**src/rtl/cacheline_adaptor.sv**
```systemverilog
// Line/burst bridge between the cache data array and physical memory.
// Fills assemble NUM_BEATS memory beats into one line; writebacks split a line into beats.
module cacheline_adaptor #(
    parameter int s_offset = 5,
    parameter int s_line   = 8 * 2**s_offset,
    parameter int s_burst  = 64
) (
    input  logic                clk,
    input  logic                rst,
    input  logic [31:0]         address_i,
    input  logic                read_i,
    input  logic                write_i,
    input  logic [s_line-1:0]   line_i,
    output logic [s_line-1:0]   line_o,
    output logic                resp_o,
    output logic [31:0]         address_o,
    output logic                read_o,
    output logic                write_o,
    output logic [s_burst-1:0]  burst_o,
    input  logic [s_burst-1:0]  burst_i,
    input  logic                resp_i
);

    localparam int NUM_BEATS = s_line / s_burst;
    localparam int CW        = (NUM_BEATS > 1) ? $clog2(NUM_BEATS) : 1;
    localparam logic [31:0] ADDR_MASK = ~((32'd1 << s_offset) - 32'd1);

    typedef enum logic [1:0] {
        IDLE  = 2'd0,
        READ  = 2'd1,
        WRITE = 2'd2,
        DONE  = 2'd3
    } state_t;

    state_t              state_q, state_d;
    logic [CW-1:0]       count_q, count_d;
    logic [s_line-1:0]   buffer_q, buffer_d;
    logic [31:0]         address_q, address_d;
    logic                last_beat_s;

    assign last_beat_s = (count_q == CW'(NUM_BEATS - 1));

    // State, beat counter, line buffer and latched address.
    always_ff @(posedge clk or posedge rst) begin
        if (rst) begin
            state_q   <= IDLE;
            count_q   <= '0;
            buffer_q  <= '0;
            address_q <= 32'd0;
        end else begin
            state_q   <= state_d;
            count_q   <= count_d;
            buffer_q  <= buffer_d;
            address_q <= address_d;
        end
    end

    // Next-state logic; a write request wins over a simultaneous read.
    always_comb begin
        state_d   = state_q;
        count_d   = count_q;
        buffer_d  = buffer_q;
        address_d = address_q;
        case (state_q)
            IDLE: begin
                if (write_i) begin
                    buffer_d  = line_i;
                    address_d = address_i & ADDR_MASK;
                    count_d   = '0;
                    state_d   = WRITE;
                end else if (read_i) begin
                    address_d = address_i & ADDR_MASK;
                    count_d   = '0;
                    state_d   = READ;
                end else begin
                    state_d   = IDLE;
                end
            end
            READ: begin
                if (resp_i) begin
                    for (int i = 0; i < NUM_BEATS; i++) begin
                        if (count_q == CW'(i)) begin
                            buffer_d[i*s_burst +: s_burst] = burst_i;
                        end else begin
                            buffer_d[i*s_burst +: s_burst] = buffer_q[i*s_burst +: s_burst];
                        end
                    end
                    if (last_beat_s) begin
                        count_d = '0;
                        state_d = DONE;
                    end else begin
                        count_d = count_q + CW'(1);
                    end
                end else begin
                    count_d = count_q;
                end
            end
            WRITE: begin
                if (resp_i) begin
                    if (last_beat_s) begin
                        count_d = '0;
                        state_d = DONE;
                    end else begin
                        count_d = count_q + CW'(1);
                    end
                end else begin
                    count_d = count_q;
                end
            end
            DONE: begin
                state_d = IDLE;
            end
            default: begin
                state_d = IDLE;
            end
        endcase
    end

    // Current write beat, selected by the beat counter; zero outside writebacks.
    always_comb begin
        burst_o = '0;
        if (state_q == WRITE) begin
            for (int i = 0; i < NUM_BEATS; i++) begin
                if (count_q == CW'(i)) begin
                    burst_o = buffer_q[i*s_burst +: s_burst];
                end else begin
                    burst_o = burst_o;
                end
            end
        end else begin
            burst_o = '0;
        end
    end

    assign read_o    = (state_q == READ);
    assign write_o   = (state_q == WRITE);
    assign resp_o    = (state_q == DONE);
    assign line_o    = buffer_q;
    assign address_o = address_q;

endmodule
```
**config.mk**
```make
export PLATFORM = sky130hd
export DESIGN_NAME = cacheline_adaptor
export DESIGN_NICKNAME = d
export VERILOG_FILES = /design/src/rtl/cacheline_adaptor.sv
export SDC_FILE = /design/constraint.sdc
export NUM_CORES = 1
export LEC_CHECK = 0
export CAP_MARGIN = 10
export CORE_AREA = 4 4 278 280
export CTS_CLUSTER_DIAMETER = 50
export DETAILED_ROUTE_END_ITERATION = 12
export DIE_AREA = 0 0 282 284
export HOLD_SLACK_MARGIN = 0.02
export SYNTH_ARGS = -nofsm -noshare
export SYNTH_HDL_FRONTEND = slang
export SYNTH_SLANG_ARGS = --single-unit
```
**constraint.sdc**
```tcl
create_clock -name clk -period 20.4 [get_ports clk]
set_clock_uncertainty 0.15 [all_clocks]
set_input_delay 3.06 -clock clk [delete_from_list [all_inputs] [get_ports clk]]
set_output_delay 3.06 -clock clk [all_outputs]
set_load 0.05 [all_outputs]
```
==> impl_metrics.py <==
metrics = {
    "worst_setup_path": {
        "critPathMaxFanout": 28,
        "crit_start": "state_q[0]",
        "cp_data_required_time_ns": 17.19,
        "critPathKind": "reg -> out",
        "r2r-start": "count_q[0]",
        "worst_setup_path_start_kind": "flip-flop",
        "cp_data_arrival_time_ns": 4.42,
        "end_kind": "output port",
    },
    "logic_synthesis": {
        "ys_seq_area_share_pct": 47.04,
        "synth-seq-cells": 287,
        "ys_types": 29,
        "syn_avg_cell_area_um2": 9.787,
        "synth_top_area_share_pct": 47.04,
        "synth_top_area_cell": "dfrtp_1",
        "yosys_warnings": 0,
        "syn_inst": 1560,
        "syn-cell-area_um2": 15270,
        "synth_area_leaders": "dfrtp_1 (47%), mux2_2 (20%), o21ai_0 (13%)",
    },
    "placement": {
        "port_buffers": 701,
        "gp_congestion": 0.8098,
        "place_area_um2": 23180,
        "post-place-ws_ns": 13.22,
        "dp_hpwl_um": 49220,
    },
    "global_route": {
        "antenna_found_initial": 5,
        "grt_usage_pct": 16.38,
        "gr-total-overflow": 0,
        "grt_pass1_wl_um": 99060,
        "grt_pass1_vias": 14990,
        "grt_max_degree": 134,
    },
    "power_and_ir_drop": {
        "p_leak_nw": 10.44,
        "power_switching_mw": 2.790,
        "finalPower_mw": 5.388,
        "p_seq_share_pct": 20.7,
        "p_int_mw": 2.598,
        "comb_power_share_pct": 64.0,
        "clkPwrFrac_pct": 15.3,
        "switching_share_pct": 51.78,
        "p_per_area_nw_per_um2": 217.0,
        "ir_worst_vdd_mv": 0.1327,
    },
    "clock_tree": {
        "cts_buffer_depth": 3,
        "root_buffer": "clkbuf_16",
        "cts_setup_buffers": 0,
        "numCtsBuffers": 49,
        "clkSlewWorstSetupHoldPaths_ns": 0.06,
        "cts_tree": "yes",
        "cts_hold_buf": 0,
        "clkSinkCount": 287,
        "cts_resized": 0,
        "h-tree-depth": 2,
        "insertion_delay_ns": 0.58,
    },
    "layout": {
        "design_area_um2": 24830,
        "area_growth_pct": 62.63,
        "nets": 2596,
        "drive_gt1_share_pct": 17.41,
    },
    "drt": {
        "ant_nets": 0,
        "wl_per_cell_um": 21.20,
        "dr.first_iter.drc_count": 675,
        "firstDrtPassIters": 5,
        "vias": 14290,
        "remaining_drc_errors": 0,
        "avgViaCountPerCell": 4.411,
        "wl_um": 68660,
    },
    "min_path": {
        "hold_class": "reg -> reg",
        "hp-start": "address_o[19]",
    },
    "timing": {
        "tns_ns": 0,
        "finalWorstSetupSlack_ns": 12.77,
        "finalCritPeriodShare_pct": 37.41,
        "min_period_ns": 7.632,
        "grt_setup_unrepaired": "false",
        "worst_pin_slew_ns": 0.9200,
        "fmax_mhz": 131.0,
        "slew_viol_final": 0,
        "finalSetupViolCount": 0,
        "slew_headroom_pct": 38.67,
        "hold_viol_final": 0,
    },
    "floorplan": {
        "dieWidth_um": 282,
        "start_util_pct": 20.51,
        "coreArea_um2": 74450,
        "dieArea_um2": 80090,
        "ios": 712,
        "rows": 100,
        "die_h_um": 284,
    },
    "run": {
        "maxCapViolations": 0,
    },
    "status": {
        "status": "completed",
    },
}
==> final timing paths <==
kind	endpoint	slack [ns]	depth (start not counted)
hold reg to reg	address_o[19]	0.35	1
min in group asynchronous	address_o[5]	2.83	2
setup / recovery	burst_o[0]	12.77	7
setup reg to reg	line_o[158]	16.87	7
max in group asynchronous	line_o[164]	15.86	3
hold / removal	address_o[19]	0.35	1
==> stage by stage <==
step | std cells | utilization (%) | hold WS, ns
final | 3239 | 33.35 | 0.3524
after global routing | 3238 | 33.35 | 0.3672
after CTS | 3238 | 33.35 | 0.3544
after detailed placement | 3148 | 31.14 | 0.3430
after global placement | 3148 | 31.14 | 0.3364
after floorplan | 1564 | - | 0.4062
==> layout by cell type, fill, tap and decap left out, types with 16 or more instances in the layout <==
cell | synthesis | layout
mux2_2 | 267 | 267
inv_1 | 262 | 261
clkdlybuf4s50_1 | 0 | 701
nand2_1 | 125 | 125
o21ai_0 | 386 | 386
clkbuf_16 | 0 | 49
dfrtp_1 | 287 | 287
buf_4 | 17 | 23
mux2_1 | 16 | 16
a221oi_1 | 64 | 64
==> logic make-up after synthesis <==
kind of cell             Yosys count  share of synthesized area (%)
AND/OR/NAND/NOR                  146                          3.811
multiplexers                     284                          21.02
flip-flops                       287                          47.04
adder cells (fa/ha/maj)            9                         0.7376
buffers and inverters            373                          10.32
AO/OA/AOI/OAI                    460                          17.05
other                              1                        0.02456
==> synthesized netlist by cell type, drive strengths merged <==
cell type,number
a21bo,1
a21oi,4
a221oi,64
a31oi,2
and2,1
buf,53
clkbuf,57
clkinv,1
conb,1
dfrtp,287
ha,9
inv,262
mux2,283
mux2i,1
nand2,125
nand2b,1
nand3,11
nand3b,1
nand4,1
nor2,3
nor2b,2
nor3b,1
o21ai,387
o221ai,2
==> power by group through the flow <==
stage / sequential, mW / combinational [mW] / clock (mW)
floorplan: 2.07 / 1.27 / 0
global placement: 1.12 / 3.46 / 0
detailed placement: 1.12 / 3.47 / 0
CTS: 1.12 / 3.48 / 0.849
global route: 1.16 / 3.61 / 0.873
finish: 1.12 / 3.45 / 0.824
==> final cells by class <==
class	count	area, um^2
timing repair buffer	725	7209
multi-input combinational	904	6583
clock buffer	58	1340
sequential	287	7182
antenna	1	2.502
fill	7662	49620
inverter	263	994.7
tap	969	1212
clock inverter	32	305.3
==> flip-flops by register name (all words and copies together), names as in the netlist <==
name       count
address_o     27
count_q        2
line_o       256
state_q        2
==> metal layers <==
| layer | routed length (um) | vias up | track usage [%] | part of all wire (%) |
|---|---|---|---|---|
| met5 | 8 | - | 0 | 0.012 |
| met4 | 1883 | 2 | 5.030 | 2.7 |
| met3 | 5993 | 112 | 5.142 | 8.7 |
| met2 | 33840 | 604 | 28.53 | 49 |
| li1 | - | 6653 | - | - |
| met1 | 26940 | 6915 | 19.17 | 39 |
==> critical path: stages (launching register included) <==
cell	delay [ns]
dfrtp_1	0.44
inv_1	0.14
ha_1	0.62
and2_2	0.83
buf_4	0.56
nand2_1	0.13
o21ai_0	0.17
clkdlybuf4s50_1	0.92
(Power assumes the default switching activity.)
